$ cat src/rtl/rf_writeback.sv
// Register-file writeback: arbitrates LSU and ALU results onto the single write port,
// buffers displaced ALU results, and tracks pending writes for RAW/WAW issue stalls.
module rf_writeback #(
    parameter int DATA_WIDTH     = 32,
    parameter int ADDR_WIDTH     = 5,
    parameter int ALU_FIFO_DEPTH = 2
) (
    input  logic                  clk,
    input  logic                  rst,
    input  logic                  issue_valid,
    input  logic [ADDR_WIDTH-1:0] issue_rd,
    output logic                  issue_ready,
    input  logic [ADDR_WIDTH-1:0] rs1_addr,
    input  logic [ADDR_WIDTH-1:0] rs2_addr,
    output logic                  rs1_busy,
    output logic                  rs2_busy,
    input  logic                  alu_valid,
    output logic                  alu_ready,
    input  logic [ADDR_WIDTH-1:0] alu_rd,
    input  logic [DATA_WIDTH-1:0] alu_data,
    input  logic                  lsu_valid,
    input  logic [ADDR_WIDTH-1:0] lsu_rd,
    input  logic [DATA_WIDTH-1:0] lsu_data,
    output logic                  rf_we,
    output logic [ADDR_WIDTH-1:0] rf_waddr,
    output logic [DATA_WIDTH-1:0] rf_wdata
);
    localparam int NREG = 1 << ADDR_WIDTH;
    localparam int PW   = $clog2(ALU_FIFO_DEPTH);

    typedef struct packed {
        logic [ADDR_WIDTH-1:0] rd;
        logic [DATA_WIDTH-1:0] data;
    } wb_ent_t;

    logic [NREG-1:0] busy, busy_nxt;
    wb_ent_t         fifo_mem [ALU_FIFO_DEPTH];
    logic [PW:0]     wr_ptr, rd_ptr;
    logic            empty, full, alu_acc, push, pop, commit_vld, issue_fire;
    wb_ent_t         commit_ent;

    // Scoreboard lookups; bit 0 is never set so x0 reads as idle.
    assign issue_ready = (issue_rd == '0) || !busy[issue_rd];
    assign rs1_busy    = busy[rs1_addr];
    assign rs2_busy    = busy[rs2_addr];
    assign issue_fire  = issue_valid && issue_ready && (issue_rd != '0);

    // Extra pointer bit separates full from empty when the index bits match.
    assign empty     = (wr_ptr == rd_ptr);
    assign full      = (wr_ptr[PW] != rd_ptr[PW]) && (wr_ptr[PW-1:0] == rd_ptr[PW-1:0]);
    assign alu_ready = !full;
    assign alu_acc   = alu_valid && alu_ready;

    always_comb begin
        commit_vld = 1'b0;
        commit_ent = '0;
        push       = 1'b0;
        pop        = 1'b0;
        if (lsu_valid) begin
            commit_vld = 1'b1;
            commit_ent = '{rd: lsu_rd, data: lsu_data};
            push       = alu_acc;
        end else if (!empty) begin
            commit_vld = 1'b1;
            commit_ent = fifo_mem[rd_ptr[PW-1:0]];
            pop        = 1'b1;
            push       = alu_acc;
        end else if (alu_acc) begin
            // Empty FIFO: ALU result bypasses straight to the write port.
            commit_vld = 1'b1;
            commit_ent = '{rd: alu_rd, data: alu_data};
        end
    end

    always_ff @(posedge clk) begin
        if (push) fifo_mem[wr_ptr[PW-1:0]] <= '{rd: alu_rd, data: alu_data};
    end

    always_ff @(posedge clk or posedge rst) begin
        if (rst) begin
            wr_ptr <= '0;
            rd_ptr <= '0;
        end else begin
            if (push) wr_ptr <= wr_ptr + (PW+1)'(1);
            if (pop)  rd_ptr <= rd_ptr + (PW+1)'(1);
        end
    end

    always_ff @(posedge clk or posedge rst) begin
        if (rst) begin
            rf_we    <= 1'b0;
            rf_waddr <= '0;
            rf_wdata <= '0;
        end else begin
            rf_we <= commit_vld && (commit_ent.rd != '0);
            if (commit_vld) begin
                rf_waddr <= commit_ent.rd;
                rf_wdata <= commit_ent.data;
            end
        end
    end

    // Clear on the RF write edge; a new issue to the same register takes precedence.
    always_comb begin
        busy_nxt = busy;
        if (rf_we)      busy_nxt[rf_waddr] = 1'b0;
        if (issue_fire) busy_nxt[issue_rd] = 1'b1;
        busy_nxt[0] = 1'b0;
    end

    always_ff @(posedge clk or posedge rst) begin
        if (rst) busy <= '0;
        else     busy <= busy_nxt;
    end
endmodule

$ cat config.mk
export PLATFORM = sky130hd
export DESIGN_NAME = rf_writeback
export DESIGN_NICKNAME = d
export VERILOG_FILES = /design/src/rtl/rf_writeback.sv
export SDC_FILE = /design/constraint.sdc
export NUM_CORES = 1
export LEC_CHECK = 0
export CAP_MARGIN = 5
export CORE_MARGIN = 2
export CORE_UTILIZATION = 52
export CTS_CLUSTER_DIAMETER = 30
export DETAILED_ROUTE_END_ITERATION = 8
export GPL_ROUTABILITY_DRIVEN = 1
export MAX_ROUTING_LAYER = met4
export PLACE_DENSITY = 0.89
export SETUP_SLACK_MARGIN = 0.2
export SLEW_MARGIN = 20
export SYNTH_ARGS = -nofsm -noshare
export SYNTH_HDL_FRONTEND = slang
export SYNTH_SLANG_ARGS = --single-unit
export TNS_END_PERCENT = 50
$ cat constraint.sdc
create_clock -name clk -period 5.4 [get_ports clk]
set_input_delay 1.08 -clock clk [delete_from_list [all_inputs] [get_ports clk]]
set_output_delay 1.08 -clock clk [all_outputs]
set_load 0.02 [all_outputs]
* Yosys cells after proc, flatten, opt, wreduce, memory -nomap -nowiden
Memory sizes are Yosys's and may differ from the RTL's. Cells that the tools add are included.
Word-level totals: register bits 73, memory bits (writable) 74, input port bits 94, output and inout bits 42, word-level logic and storage cells 58, memories kept 1
Memories:
- fifo_mem | words 2, width 37, read ports 1, clocked after memory_dff 0, write ports 1, RTL line 37 | wb_ent_t fifo_mem [ALU_FIFO_DEPTH];
Cells by class: add/subtract/negate cells 2, order comparisons 6, eq/ne operators 3, multiplexer cells 24, bitwise gates (word level) 3, reductions and logical operators 13
Operators by type and width (count):
- $mux 37 | 3
- $mux 32 | 2
- $and 32x32->32 | 1
- $not 32->32 | 1
- $or 32x32->32 | 1
- $lt 5x6->1 const B | 4
- $bmux 1 s5 | 3
- $mux 1 | 14
- $demux 1 s5 | 2
- $ge 5x1->1 const B | 2
- $reduce_bool 5->1 | 2
- $logic_and 1x1->1 | 7
- $logic_not 5->1 | 1
- $add 2x1->2 const B | 2
- $eq 2x2->1 | 1
- $logic_not 1->1 | 2
- $eq 1x1->1 | 1
- $logic_or 1x1->1 | 1
- $ne 1x1->1 | 1

* Depth between registers and ports, before layout
depth in word-level cells 9, gate-level depth with buffers 8, gate-level depth less buffers 5

* Worst setup path before layout
OpenSTA, ideal clock, no wires.
path kind input to register, from in lsu_valid, to mem fifo_mem[0][0] (netlist bit), enable pin, library setup time 477 ps, arrival 3959 ps, data required time 4923 ps, slack 964 ps, cell stages on the path 3, path buffers 1, cell sequence nor3_2 clkbuf_1 nor3_1
On the way: longest elaborated chain between the ends 3
RTL lines:
- start, declared | RTL line 21 | input logic lsu_valid,
- $mux 1 | RTL line 59 | if (lsu_valid) begin
- $mux 1 | RTL line 76 | if (push) fifo_mem[wr_ptr[PW-1:0]] <= '{rd: alu_rd, data: alu_data};
- $mux 1 (implied by the code) | RTL line 76
- end, declared | RTL line 37
Every way passes these cells.

* Worst setup path in the final report
from in rs1_addr[0], to out rs1_busy
On the way: longest elaborated chain between the ends 2
RTL lines:
- start, declared | RTL line 13 | input logic [ADDR_WIDTH-1:0] rs1_addr,
- $bmux 1 s5 | RTL line 44 | assign rs1_busy = busy[rs1_addr];
- $mux 1 (implied by the code) | RTL line 44
- end, declared | RTL line 15 | output logic rs1_busy,
Every way passes these cells. The select of a mux whose other input is x is not followed.

==> results.py <==
metrics = {
    "status": {
        "status": "finished, final reports clean",
    },
    "routing": {
        "wl_per_cell_um": 21.9,
        "viasPerCell": 6.24,
        "drc": 0,
        "drt_first_pass_iters": 9,
        "wl_mm": 18.6,
        "ant_nets": 0,
        "drtIter0Drc": 606,
        "vias": 5301,
    },
    "worst_setup_path": {
        "crit_fanout": 9,
        "r2r_start": "rd_ptr[0]",
        "rr_worst_depth": 4,
        "crit_buf_inv": 2,
        "crit_chain": "clkdlybuf4s50_1, mux4_2, mux4_2, mux2_2, clkdlybuf4s50_1",
        "timing.rr.end": "fifo_mem[1][28]",
        "cp.depth": 5,
        "cp_slowest_cell": "clkdlybuf4s50_1",
        "rrSetupSlack_ps": 2230,
        "cp-start-kind": "input pin",
        "cp.required_ps": 4320,
        "end_kind": "output port",
        "cp.arrival_ps": 3760,
        "cp_top_family": "buffers and inverters",
        "cpPeakStageDelay_ps": 820,
        "worstSetupPathType": "in -> out",
    },
    "global_route": {
        "grt_pass1_wl_mm": 29.8,
        "grt_pass1_vias": 5666,
        "grt_max_degree": 50,
        "antenna_found_initial": 0,
        "overflow": 0,
        "grt_usage": 0.275,
    },
    "placement": {
        "hpwl_mm": 12.1,
        "placed_area_um2": 8510,
        "port_buffers": 135,
        "gp_congestion": 0.989,
    },
    "yosys": {
        "synth_edf_count": 74,
        "yosysTopAreaCell": "edfxtp_1",
        "syn_area_per_cell_um2": 13.2,
        "synth_commonest_cells": "edfxtp_1, dfrtp_1, nor2_1",
        "synth_top_area_frac": 0.315,
        "synth_flop_cell": "edfxtp_1",
        "netlist_instances": 536,
        "synth-seq-cells": 147,
        "yosysMostFrequentCell": "edfxtp_1",
        "ys_top_cells_by_area": "edfxtp_1, dfrtp_1, mux4_2",
        "synth_fp_nets": 630,
        "synth_area_um2": 7060,
        "yosysWarnings": 0,
        "yosysUniqueCellTypes": 43,
        "synthArstFlopShare": 0.497,
        "ys_seq_area_frac": 0.574,
    },
    "clocking": {
        "cts_made_buffers": 17,
        "cts_resized": 0,
        "cts_max_path_buffers": 2,
        "clock_sinks": 147,
        "clk_latency_ps": 420,
        "hold_buffers": 0,
        "cts_tree": "built",
        "ctsHtreeMaxLevel": 4,
        "cts_setup_buffers": 0,
        "clk_pin_slew_worst_paths_ps": 60,
        "root_buffer": "clkbuf_16",
    },
    "min_path": {
        "min_to": "rf_wdata[17]",
        "min_delay_path_depth": 2,
        "min_from": "rf_wdata[17]",
        "hold_class": "reg -> reg",
    },
    "run": {
        "maxCapViolations": 0,
    },
    "timing": {
        "post-route-period-util": 0.896,
        "max_slew_margin": 0.338,
        "fin_worst_skew_ps": 12.1,
        "tns_ps": 0,
        "setup_violations": 0,
        "slew_violations": 0,
        "fmaxAchievable_ghz": 0.207,
        "fin_crit_ps": 4840,
        "worst_slew_pin_slew_ps": 993,
        "final_hold_viol_count": 0,
        "rsz0062_at_grt": "false",
    },
    "floorplanning": {
        "die_x_um": 120,
        "start_util": 0.533,
        "ios": 136,
        "std_cell_rows": 42,
        "die_h_um": 120,
        "die-area_um2": 14500,
        "coreArea_um2": 13200,
    },
    "pwr": {
        "ir_worst_vdd_mv": 0.392,
        "p_leak_uw": 0.00334,
        "p_per_area_nw_per_um2": 575,
        "power_uw": 5240,
    },
    "finish": {
        "final_nets": 754,
        "n_fill_cell": 911,
        "regArea_um2": 4050,
        "drive_above_1_share": 0.187,
        "multiInputGateArea_um2": 2830,
        "area_delta_synth_final_pct": 29.2,
        "antenna_cells": 0,
        "final_cell_area_um2": 9120,
    },
}
[tightest hold or removal path: stages (launching register included)]
cell	delay, ps
dfrtp_1	350
nor2_1	50
nor2_1	70
[how the worst max path moves through the flow]
stage | start | endpoint | slack (ps)
floorplan | lsu_valid | fifo_mem[0][0] | 960
global placement | rs1_addr[0] | rs1_busy | 630
detailed placement | rs1_addr[0] | rs1_busy | 530
CTS | rs1_addr[0] | rs1_busy | 530
global route | rs1_addr[0] | rs1_busy | 450
finish | rs1_addr[0] | rs1_busy | 560
[power by group]
part	switching (µW)	total, µW	internal, µW	leakage (µW)
combinational	1060	2020	962	0.00149
clock	463	1150	685	0.000281
sequential	396	2070	1680	0.00156
total	1910	5240	3320	0.00334
[layout by cell type (no fill, tap or decap), types with 3 or more instances in the layout]
cell type	n
dfrtp_1	72
clkdlybuf4s50_1	134
nor2_1	71
mux2i_1	11
mux4_2	20
a222oi_1	37
clkinv_2	4
nand3_1	6
clkinv_4	3
inv_6	4
o21ai_0	35
xor2_1	5
mux2_1	3
nand2b_1	34
clkbuf_16	17
buf_4	7
mux2_2	38
nand2_1	24
o31ai_1	16
nand3b_1	8
o31ai_2	11
xnor2_1	3
edfxtp_1	74
[layout make-up]
class,instances,area share
clock buffers,18,0.0471
clock inverters,14,0.0166
inverters,2,0.000961
multi-input cells,349,0.311
flip-flops and latches,147,0.444
well taps,176,0.0242
repair buffers,143,0.156
[flip-flops by register name (all words and copies together) (netlist names)]
signal and flops:
wr_ptr 2, rf_wdata 32, rf_we 1, busy 31
fifo_mem 74, rd_ptr 2, rf_waddr 5
[metal layers]
layer | vias to the layer above | part of all wire | routed length, µm | GRT usage
met5 | - | 0 | 0 | -
met4 | 0 | 0.022 | 409 | 0.105
met3 | 35 | 0.10 | 1850 | 0.0731
met2 | 328 | 0.49 | 9190 | 0.433
met1 | 2612 | 0.38 | 7120 | 0.344
li1 | 2326 | - | - | -
[cells by family after synthesis]
group                     share of synthesized area
and+or+nand+nor                               0.112
DFF                                           0.574
AOI/OAI and AO/OA                             0.131
muxes                                         0.145
buffers and inverters                        0.0284
xor gates and xnor gates                    0.00993
[through the flow]
step	instances	utilization	setup WS, ps	hold WS (ps)
6_report	849	0.688	561	508
2_1_floorplan	536	-	964	498
3_5_place_dp	816	0.642	534	488
4_1_cts	848	0.686	529	511
3_3_place_gp	816	0.642	631	479
5_1_grt	849	0.688	450	528
(Power assumes the default switching activity.)
